===== src/rtl/ntt_stage_feeder.sv =====
// ntt_stage_feeder
//   Upstream feeder for one NTT butterfly stage. Loads the stage's twiddle
//   RAM, collects one frame of N coefficients into a local frame buffer, then
//   plays the frame into the stage as a single gap-free burst followed by a
//   FLUSH-cycle zero tail that drains the stage pipeline. The stage cannot
//   stall, so all source stalls are absorbed here before the burst starts.
//
// Ports
//   clk, rst            : clock, synchronous active-high reset
//   reload              : one-cycle request to reload the twiddle RAM
//   tw_valid/data/ready : twiddle input stream
//   coef_valid/data/ready : coefficient input stream
//   full_ram            : twiddle RAM reports every entry written
//   write_en/addr/data  : twiddle RAM write port (registered)
//   start/incoming_data : stage inputs (registered)
//   busy                : high while the burst/tail is being driven
//   done                : one-cycle pulse after the last tail cycle
//
// Build option
//   FEEDER_REDUCE_EN : store each coefficient after one conditional
//                      subtraction of MODULUS (twiddles are never reduced).
module ntt_stage_feeder #(
  parameter int W                    = 32,
  parameter int MODULUS              = 7681,
  parameter int N                    = 16,
  parameter int twiddle_buffer_depth = 8,
  parameter int FLUSH                = 8
) (
  input  logic                                    clk,
  input  logic                                    rst,
  input  logic                                    reload,
  input  logic                                    tw_valid,
  input  logic [W-1:0]                            tw_data,
  output logic                                    tw_ready,
  input  logic                                    coef_valid,
  input  logic [W-1:0]                            coef_data,
  output logic                                    coef_ready,
  input  logic                                    full_ram,
  output logic                                    write_en,
  output logic [$clog2(twiddle_buffer_depth)-1:0] write_addr,
  output logic [W-1:0]                            write_data,
  output logic                                    start,
  output logic [W-1:0]                            incoming_data,
  output logic                                    busy,
  output logic                                    done
);

  localparam int AW = $clog2(twiddle_buffer_depth);
  localparam int PW = $clog2(N);
  localparam int RW = $clog2(N + 1);
  localparam int FW = $clog2(FLUSH + 1);
  localparam logic [W-1:0] MOD_W = W'(MODULUS);

`ifdef FEEDER_REDUCE_EN
  localparam bit RED_EN = 1'b1;
`else
  localparam bit RED_EN = 1'b0;
`endif

  typedef enum logic [2:0] {
    ST_LOAD_TW  = 3'd0,
    ST_WAIT_RAM = 3'd1,
    ST_FILL     = 3'd2,
    ST_RUN      = 3'd3,
    ST_FLUSH    = 3'd4
  } state_t;

  state_t          state, state_nxt;
  logic [AW-1:0]   tw_cnt;
  logic [PW-1:0]   wr_ptr;
  logic [RW-1:0]   rd_ptr;      // words already emitted in this burst
  logic [FW-1:0]   fl_cnt;      // tail cycle currently being driven (1-based)
  logic            reload_pend;
  logic [W-1:0]    fbuf [N];

  logic            tw_hs, coef_hs, reload_now, flush_exit;
  logic [W-1:0]    coef_store;
  logic [PW-1:0]   rd_idx;

  assign tw_ready   = (state == ST_LOAD_TW);
  assign coef_ready = (state == ST_FILL);
  assign tw_hs      = tw_valid & tw_ready;
  assign coef_hs    = coef_valid & coef_ready;

  // A reload before the first word of a frame is taken at once; it wins over
  // a coincident coefficient handshake, which is then not stored.
  assign reload_now = reload && (state == ST_FILL) && (wr_ptr == '0);
  assign flush_exit = (state == ST_FLUSH) && (fl_cnt == FW'(FLUSH));

  // Single conditional subtraction; folds away when RED_EN is 0.
  assign coef_store = (RED_EN && (coef_data >= MOD_W)) ? coef_data - MOD_W : coef_data;

  // First burst word comes from slot 0; afterwards rd_ptr names the next slot.
  assign rd_idx = (state == ST_RUN) ? rd_ptr[PW-1:0] : '0;

  always_comb begin
    state_nxt = state;
    case (state)
      ST_LOAD_TW:  if (tw_hs && tw_cnt == AW'(twiddle_buffer_depth - 1)) state_nxt = ST_WAIT_RAM;
      ST_WAIT_RAM: if (full_ram) state_nxt = ST_FILL;
      ST_FILL: begin
        if (reload_now)                              state_nxt = ST_LOAD_TW;
        else if (coef_hs && wr_ptr == PW'(N - 1))    state_nxt = ST_RUN;
      end
      ST_RUN:      if (rd_ptr == RW'(N)) state_nxt = ST_FLUSH;
      ST_FLUSH:    if (flush_exit) state_nxt = (reload_pend || reload) ? ST_LOAD_TW : ST_FILL;
      default:     state_nxt = ST_LOAD_TW;
    endcase
  end

  // Frame buffer: plain memory, no reset needed.
  always_ff @(posedge clk) begin
    if (!rst && coef_hs && !reload_now) fbuf[wr_ptr] <= coef_store;
  end

  always_ff @(posedge clk) begin
    if (rst) begin
      state         <= ST_LOAD_TW;
      tw_cnt        <= '0;
      wr_ptr        <= '0;
      rd_ptr        <= '0;
      fl_cnt        <= '0;
      reload_pend   <= 1'b0;
      write_en      <= 1'b0;
      write_addr    <= '0;
      write_data    <= '0;
      start         <= 1'b0;
      incoming_data <= '0;
      busy          <= 1'b0;
      done          <= 1'b0;
    end else begin
      state    <= state_nxt;

      // twiddle write lands the cycle after its handshake
      write_en <= tw_hs;
      if (tw_hs) begin
        write_addr <= tw_cnt;
        write_data <= tw_data;
        tw_cnt     <= tw_cnt + 1'b1;
      end

      if (coef_hs && !reload_now) wr_ptr <= wr_ptr + 1'b1;

      // reload arriving mid-frame is deferred to the end of the tail
      if (reload && ((state == ST_RUN) || (state == ST_FLUSH) ||
                     ((state == ST_FILL) && (wr_ptr != '0))))
        reload_pend <= 1'b1;

      if (reload_now) tw_cnt <= '0;

      // stage outputs are registered from the next state so they line up
      // with the state they belong to
      start <= (state_nxt == ST_RUN) || (state_nxt == ST_FLUSH);
      busy  <= (state_nxt == ST_RUN) || (state_nxt == ST_FLUSH);

      if (state_nxt == ST_RUN) begin
        incoming_data <= fbuf[rd_idx];
        rd_ptr        <= (state == ST_RUN) ? rd_ptr + 1'b1 : RW'(1);
      end else begin
        incoming_data <= '0;
      end

      if (state_nxt == ST_FLUSH)
        fl_cnt <= (state == ST_FLUSH) ? fl_cnt + 1'b1 : FW'(1);

      done <= flush_exit;

      if (flush_exit) begin
        wr_ptr      <= '0;
        rd_ptr      <= '0;
        fl_cnt      <= '0;
        reload_pend <= 1'b0;
        tw_cnt      <= '0;
      end
    end
  end

endmodule


===== config.mk =====
export PLATFORM = sky130hd
export DESIGN_NAME = ntt_stage_feeder
export DESIGN_NICKNAME = d
export VERILOG_FILES = /design/src/rtl/ntt_stage_feeder.sv
export SDC_FILE = /design/constraint.sdc
export NUM_CORES = 1
export LEC_CHECK = 0
export CORE_MARGIN = 4
export CORE_UTILIZATION = 45
export CTS_CLUSTER_DIAMETER = 60
export DETAILED_ROUTE_END_ITERATION = 12
export PLACE_DENSITY = 0.68
export SYNTH_ARGS = -nofsm -noshare
export SYNTH_HDL_FRONTEND = slang
export SYNTH_SLANG_ARGS = --single-unit

===== constraint.sdc =====
create_clock -name clk -period 4.4 [get_ports clk]
set_input_delay 0.66 -clock clk [delete_from_list [all_inputs] [get_ports clk]]
set_output_delay 0.66 -clock clk [all_outputs]
set_load 0.01 [all_outputs]

# [Yosys cells after proc, flatten, opt, wreduce, memory -nomap -nowiden]
# Memories as Yosys holds them, arrays and structs flattened. A register that Yosys moved wholly into a read port is not among the register bits.
# Cells that the tools add are included.
# W data, S select, Z words.
[totals] in_bits=70 memories=1 ram_bits=512 out_inout_bits=73 word_cells=64 regBits=58
[mem_list] memory="fbuf" words=16 word_bits=32 read_ports=1 rd_clocked_by_memory_dff=1 wr=1 line_no="74" source="logic [W-1:0] fbuf [N];"
[op_classes] addsub=4 bitwise_logic=3 n_reduce_logical=22 mux=13 eq_ne=10
[op_table] op="$mux W3" count=6
[op_table] op="$pmux W3 S5" count=1
[op_table] op="$logic_and A1 B1 Y1" count=10
[op_table] op="$eq A3 B2 Y1 const B" count=3
[op_table] op="$eq A3 B3 Y1 const B" count=3
[op_table] op="$add A4 B1 Y4 const B" count=2
[op_table] op="$eq A4 B4 Y1 const B" count=2
[op_table] op="$mux W4" count=2
[op_table] op="$add A5 B1 Y5 const B" count=1
[op_table] op="$eq A5 B5 Y1 const B" count=1
[op_table] op="$mux W5" count=1
[op_table] op="$logic_not A4 Y1" count=1
[op_table] op="$logic_or A1 B1 Y1" count=4
[op_table] op="$reduce_bool A4 Y1" count=1
[op_table] op="$reduce_or A2 Y1" count=2
[op_table] op="$add A3 B1 Y3 const B" count=1
[op_table] op="$eq A3 B1 Y1 const B" count=1
[op_table] op="$logic_not A3 Y1" count=1
[op_table] op="$reduce_or A3 Y1" count=1
[op_table] op="$and A1 B1 Y1" count=2
[op_table] op="$logic_not A1 Y1" count=2
[op_table] op="$mux W1" count=2
[op_table] op="$mux W2" count=1
[op_table] op="$not A1 Y1" count=1

# [Depth between registers and ports, before layout]
# Gate-level depths: netlist of the first run.
[logic_depth] ltp_word=9 depth_mapped=10

# [Least setup slack after synthesis of the first run]
# OpenSTA, ideal clock, no wires.
[synth_path] path_kind="register to register" startpoint="reg state[0]" endpoint="mem fbuf[7][0], enable pin" t_arrival_ns=2.800 setup_time_ns=0.421 stages_incl_launch_ff=8 path_slack_ns=1.179 path_buffers=2 path_cell_list="dfxtp_1 buf_4 nor3b_2 and3_1 clkbuf_2 and2b_1 nand2_1 nor2_1"
[synth_via] elab_chain_cells=7 word_cells_on_any_way=9 classes_between="eq/ne: 1; mux: 2; bitwise: 1; reduce/logical: 5"
[synth_rtl] element="start, declared" line_no="68" source="state_t state, state_nxt;"
[synth_rtl] element="start signal, assigned" line_no="132" source="state <= state_nxt;"
[synth_rtl] element="$eq A3 B2 Y1 (*)" line_no="81" source="assign coef_ready = (state == ST_FILL);"
[synth_rtl] element="net coef_ready" line_no="37" source="output logic coef_ready,"
[synth_rtl] element="$logic_and A1 B1 Y1 (2 in a row)" line_no="87" source="assign reload_now = reload && (state == ST_FILL) && (wr_ptr == '0);"
[synth_rtl] element="$logic_not A1 Y1" line_no="113" source="if (!rst && coef_hs && !reload_now) fbuf[wr_ptr] <= coef_store;"
[synth_rtl] element="$logic_and A1 B1 Y1 (*)" line_no="113"
[synth_rtl] element="$mux W1 (*)" line_no="113"
[synth_rtl] element="$mux W1 (implied by the code) (*)" line_no="113"
[synth_rtl] element="end, declared" line_no="74"
# Mark *: on every way through the listed nets, which the timed path passes. The rest lies on a longest branch.

# [Final worst setup path of the first run]
[layout_path] startpoint="reg state[1]" endpoint="mem fbuf[12][17], enable pin"
[layout_via] elab_chain_cells=7 word_cells_on_any_way=9 classes_between="eq/ne: 1; mux: 2; bitwise: 1; reduce/logical: 5"
[layout_rtl] element="$eq A3 B2 Y1 (*)" line_no="81, 87"
[layout_rtl] element="$logic_and A1 B1 Y1 (2 in a row)" line_no="87"
[layout_rtl] element="$logic_not A1 Y1" line_no="113"
[layout_rtl] element="$logic_and A1 B1 Y1 (*)" line_no="113"
[layout_rtl] element="$mux W1 (*)" line_no="113"
[layout_rtl] element="$mux W1 (implied by the code) (*)" line_no="113"
# Mark *: on every way between the ends. The rest lies on a longest branch, timed or not.

==> key figures, run 1 <==
Status
  – Outcome: finished, final reports clean

Final layout
  – Multi-input logic area: around 6100 sq um
  – Area Overhead vs Synth: 17.9%
  – Finished Layout Cells: between 2000 and 2500
  – Fillers: between 4000 and 5000
  – Layout cell share with drive strength beyond 1: 10.2%
  – Number of diodes: 0
  – Nets: 1843
  – Total area of sequential cells: approximately 17000 sq um

Floorplanning
  – Initial Utilization: approximately 46%
  – Die ar.: about 56000 sq um
  – Core area: about 52000 sq um
  – Std cell rows: 83
  – Die H: ~240 microns
  – Ports: approximately 140
  – Die Wd: around 240 microns

Placement
  – DP HPWL: 33500 microns
  – Port Buffers: roughly 140
  – Gpl congestion: about 0.8
  – Placed Cells: 2375

GRT
  – Antenna violations before repair: 0
  – Number of global-route vias before repair: roughly 14000
  – First-pass GRT wire length: 86300 microns
  – Remaining Overflow, GRT: 0
  – GRT Util Overall: 19.8%
  – Pin count of the biggest net entering global routing: between 150 and 200

Critical path
  – R2R cell count: 6
  – CP max FO: 17
  – Setup CP Type: reg -> reg
  – Req. time, crit path: 4.65 ns
  – CP arrival: 3.49 ns
  – Startpoint types: flop
  – Critical Path End Type: flop

STA
  – Hold Fails Final Rpt: 0
  – RSZ-0062 raised after global routing: no
  – Final setup fails: 0
  – Final min period: 3.24 ns
  – Setup Skew: roughly 0.032 ns
  – Setup TNS: 0 ns
  – F_max: between 0.3 and 0.4 GHz
  – Period Utilization, post-route: 73.7%
  – Final Max Slew Viols: 0
  – Max_slew headroom: between 10% and 20%
  – Worst-Margin Slew: between 1 and 1.5 ns
  – Hold WS: about 0.46 ns

Synthesis
  – Post-synth top cells: 512 x edfxtp_1, 204 x a21oi_1, 129 x mux2i_1, 128 x nor2_1, 117 x nand2_1
  – Mapped Area: 23700 sq um
  – Top_reg_cell synth: edfxtp_1
  – Synth async-reset ratio: 0%
  – Mapped Cells: approximately 1600
  – Syn Area/Cell: roughly 14 sq um
  – Yosys top cell area share: ~65%
  – Synthesized Nets: ~1700
  – Most frequent cell after synthesis: edfxtp_1
  – #FFs+latches synth: roughly 600
  – Synth area leader: edfxtp_1
  – EDFF count, synth: slightly above 500
  – Top post-synthesis cells by area: edfxtp_1 65%, dfxtp_1 7.6%, mux2i_1 5.5%
  – Yosys warnings: 0
  – Sequential fraction of the synthesis area: 72.6%
  – Unique masters post-synth: 56

Clock network
  – CTS tree: built
  – Clock Path Buffers: 3
  – CTS Hold Bufs: 0
  – Clock slew at reported path FFs: around 0.050 ns
  – Post-CTS Setup Repair Bufs: 0
  – CTS sink cnt: 602
  – Root buf cell: clkbuf_16
  – Worst skew pair latency: between 0.5 and 0.6 ns
  – Post-CTS sizing: 0
  – # H-tree levels: 3
  – Total CTS buffers: 66

Power
  – VDD IR-drop max: around 0.27 mV
  – Int Pwr: 0.00939 W
  – LEAKAGE: a little under 9 nW
  – Combinational fraction of design power: about 2.0%
  – Power density over cell area: 418 nW/um^2
  – Switch share: around 19%
  – Clk pwr share: between 40 and 50%
  – Reg power frac: 53.3%
  – Psw: 0.00227 W
  – Overall Power: 0.0117 W

Drt
  – Routed wire length: between 50000 and 60000 microns
  – Vias: between 10000 and 15000
  – Routed wire length per instance: roughly 23 microns
  – Drt pass-1 iters: 8
  – DRT iter0 DRCs: about 1200
  – Residual DRC: 0
  – Vias/cell: around 5.7
  – Post-route ant nets: 0

Hold path
  – Hold WC Path Type: reg -> reg
  – Hold depth: 2

Flow run
  – Max Cap Violations: 0
==> placed cells by master, fill, tap and decap left out, drive strengths merged, types with 2 or more instances in the layout <==
cell type      synthesis  routed
bufinv                 0       3
or2                    3       3
nand3b                 2       2
nand2b                 5       5
nand2                119     119
o21ai                 67      67
and3                   2       2
a221oi                64      64
xor2                   2       2
a31oi                  2       2
a211oi                35      35
a221o                 32      32
buf                   58      35
clkdlybuf4s50          0     142
ha                    10      10
nand3                  9       9
clkinv                 1      19
dfxtp                 90      90
nor2b                  2       2
xnor2                  2       2
inv                    6       9
mux2i                129     129
nor2                 129     129
nor3                  34      34
a22o                  32      32
nor3b                  3       3
or4b                   2       2
a21oi                205     205
or3                    2       2
and3b                  2       2
edfxtp               512     512
clkbuf                64      92
==> power by group through the flow <==
| stage | Combinational [W] | Sequential (W) | Clock (W) |
|---|---|---|---|
| 2_1_floorplan | 0.0000405 | 0.00634 | 0 |
| 3_3_place_gp | 0.000230 | 0.00633 | 0 |
| 3_5_place_dp | 0.000236 | 0.00633 | 0 |
| 4_1_cts | 0.000237 | 0.00621 | 0.00532 |
| 5_1_grt | 0.000252 | 0.00621 | 0.00557 |
| 6_report | 0.000233 | 0.00621 | 0.00521 |
==> state kept, by name, summed over array words and instances (netlist names) <==
name and flops:
busy 1, done 1, fbuf 512, fl_cnt 4
incoming_data 32, rd_ptr 5, reload_pend 1, state 3
tw_cnt 3, wr_ptr 4, write_addr 3, write_data 32
write_en 1
==> per-layer routing <==
metal	GRT usage (%)	wire, microns	vias to the layer above
met2	32.8	27800	516
met5	0	0	-
met3	3.52	3480	100
met1	26.7	24000	7015
met4	6.46	1650	0
li1	-	-	6571
==> stage by stage <==
stage                     util (%)  setup WS (ns)  cell area (sq um)
after floorplan                  -           1.18              23700
after global placement        50.0          0.958              25900
after detailed placement      50.0          0.836              25900
after CTS                     54.0           1.13              27900
after global routing          54.0          0.943              27900
final                         54.0           1.16              27900
==> cell families after synthesis <==
kind of cell / after synthesis / synth area share (%)
buffers and inverters: 129 / 2.46
multiplexers: 129 / 5.46
flip-flops: 602 / 72.6
AO/OA/AOI/OAI: 445 / 12.9
XOR/XNOR: 4 / 0.148
AND/OR/NAND/NOR: 321 / 5.90
adder cells (fa/ha/maj): 10 / 0.529
==> worst max-delay path: stages (launching register included) <==
cell and delay [ns]:
dfxtp_1 0.66, nor3b_2 0.38, and3_1 0.37, and2b_1 0.25, nand2_1 0.26, nor2_4 0.61, buf_4 0.39
==> area by class of cell <==
cell class	instances	share of cell area [%]
Sequential cell	602	61.6
Inverter	7	0.0941
Tap cell	680	3.05
Clock inverter	25	0.785
Multi-Input combinational cell	909	21.7
Timing Repair Buffer	177	6.21
Clock buffer	92	6.56
==> path summary, 6_finish.rpt <==
path | end | from | slack (ns)
setup / recovery | fbuf[12][17] | state[1] | 1.16
hold / removal | write_data[31] | write_data[31] | 0.46
setup reg to reg | fbuf[12][17] | state[1] | 1.16
hold reg to reg | write_data[31] | write_data[31] | 0.46
Power figures use the tool's default switching activity.
==> inputs of run 2 (changes only) <==
Clock period 4.4 ns to 3.1 ns, I/O delays scaled along.
==> run 2 against run 1 <==
Compared with the run above:
- total power rose by 42%
- first-iteration DRC count grew 9.1%
- clock power up 42%
- cell count is 0.76% higher
- count of clock-buffer cells in the layout decreased by 6
- critical path type unchanged
- wire length down 2.9%
- utilization grew 0.59 points
==> key figures, run 2 (same netlist as run 1, synthesis figures left out) <==
Drt
  – Post-route ant nets: 0
  – Routed wire length: roughly 55000 microns
  – DRT iter0 DRCs: ~1300
  – Drt pass-1 iters: 5
  – Vias: about 14000
  – Routed wire length per instance: about 22 microns
  – Residual DRC: 0
  – Vias/cell: 5.73

STA
  – RSZ-0062 raised after global routing: no
  – Max_slew headroom: around a third
  – Worst-Margin Slew: between 0.9 and 1 ns
  – F_max: a little under 0.4 GHz
  – Final setup fails: 0
  – Setup Skew: 0.0185 ns
  – Final Max Slew Viols: 0
  – Period Utilization, post-route: between 80% and 90%
  – Hold Fails Final Rpt: 0
  – Hold WS: between 0.3 and 0.4 ns
  – Final worst slack: 0.499 ns
  – Final min period: 2.60 ns

Final layout
  – Commonest non-fill, non-tap cell in the layout: edfxtp_1
  – Max FFs per register: around 500
  – Finished Layout Cells: between 2000 and 3000
  – Multi-input logic area: between 6000 and 7000 sq um
  – Area Overhead vs Synth: 19.2%
  – Nets: approximately 1900
  – Most frequent cells in the layout: 512 x edfxtp_1, 204 x a21oi_1, 142 x clkdlybuf4s50_1
  – Fillers: approximately 4200
  – Largest regs: fbuf (512), incoming_data (32), write_data (32)
  – Largest register by flop count: fbuf
  – Layout cell share with drive strength beyond 1: between 10% and 20%
  – Final Cell Area: roughly 28000 sq um
  – Total area of sequential cells: 17200 sq um

Critical path
  – Critical Path, Cell by Cell: inv_1 > ha_1 > nand4bb_1 > and3_1 > and2b_1 > nand2_1 > nor2_4 > buf_4
  – CP peak stage delay: around 0.42 ns
  – Startpoint types: flop
  – CP arrival: roughly 2.9 ns
  – Critical Path End Type: flop
  – CP max FO: 20
  – Setup CP Type: reg -> reg
  – Slowest CP cell: dfxtp_1
  – Req. time, crit path: between 3 and 4 ns

Clock network
  – CTS sink cnt: ~600
  – # H-tree levels: 2
  – Worst skew pair latency: just over 0.6 ns
  – CTS tree: built
  – Total CTS buffers: just over 60
  – Clock Path Buffers: 3
  – Post-CTS Setup Repair Bufs: 0
  – Post-CTS sizing: 0
  – Root buf cell: clkbuf_16
  – CTS Hold Bufs: 0
  – Clock slew at reported path FFs: 0.06 ns

Power
  – Switch share: between 10% and 20%
  – Reg power frac: a little over half
  – Combinational fraction of design power: ~2%
  – Power density over cell area: 586 nW/um^2
  – Int Pwr: about 0.013 W
  – Clk pwr share: 44.8%
  – VDD IR-drop max: 0.407 mV
  – Psw: around 0.0032 W
  – LEAKAGE: just under 9 nW

Flow run
  – Max Cap Violations: 0

GRT
  – Remaining Overflow, GRT: 0
  – GRT Util Overall: between 10% and 20%
  – Antenna violations before repair: 1
  – Pin count of the biggest net entering global routing: around 160
  – Number of global-route vias before repair: between 10000 and 15000
  – First-pass GRT wire length: 85400 microns

Placement
  – Placed Cells: approximately 2400
  – Dpl ws: around 0.32 ns
  – Placed inst area: 26200 sq um
  – DP HPWL: roughly 31000 microns
  – Port Buffers: between 100 and 150
  – Gpl congestion: between 0.8 and 0.9

Floorplanning
  – Core area: 51700 sq um
  – Std cell rows: 83
  – Initial Utilization: approximately 46%
  – Ports: 143
  – Die ar.: about 56000 sq um
  – Die H: 237 microns
  – Die Wd: around 240 microns

Hold path
  – Hold WC Path Type: in -> reg

Status
  – Outcome: finished, final reports clean
run 2: power by group through the flow:
stage / combinational (W) / sequential [W] / clock [W]
floorplan: 0.0000575 / 0.00900 / 0
global placement: 0.000316 / 0.00898 / 0
finish: 0.000324 / 0.00881 / 0.00740
detailed placement: 0.000325 / 0.00899 / 0
CTS: 0.000327 / 0.00881 / 0.00755
global route: 0.000352 / 0.00881 / 0.00792
run 2: final timing paths:
kind / start / endpoint / slack, ns / cells after the start
max: wr_ptr[0] / fbuf[5][1] / 0.50 / 8
min: tw_data[28] / write_data[28] / 0.39 / 3
max reg2reg: wr_ptr[0] / fbuf[5][1] / 0.50 / 8
min reg2reg: write_data[13] / write_data[13] / 0.45 / 2
run 2: routing by layer:
| metal | up-vias | track usage [%] | part of all wire (%) |
|---|---|---|---|
| li1 | 6623 | - | - |
| met1 | 7171 | 26.2 | 42 |
| met2 | 514 | 31.2 | 48 |
| met3 | 80 | 4.79 | 7.8 |
| met4 | 0 | 4.88 | 2.0 |
| met5 | - | 0 | 0 |
run 2: through the flow:
| step | setup TNS, ns | util, % | power [W] |
|---|---|---|---|
| 6_report | 0 | 54.6 | 0.0165 |
| 5_1_grt | 0 | 54.5 | 0.0171 |
| 4_1_cts | 0 | 54.5 | 0.0167 |
| 3_5_place_dp | 0 | 50.6 | 0.00931 |
| 3_3_place_gp | 0 | 50.6 | 0.00930 |
| 2_1_floorplan | -52.02 | - | 0.00906 |
run 2: cell type report:
type / instances / share of cell area, %
Clock buffer: 86 / 6.03
Timing Repair Buffer: 195 / 7.20
Multi-Input combinational cell: 909 / 21.5
Antenna cell: 2 / 0.0177
Tap cell: 680 / 3.02
Clock inverter: 30 / 1.25
Inverter: 7 / 0.0931
Sequential cell: 602 / 60.9
run 2: worst max-delay path, delay by kind of cell (launching register included):
family        cells  cell delay (ns)
simple gates      5             1.12
flops             1             0.42
fa+ha+maj         1             0.25
buf+inv           2             0.46
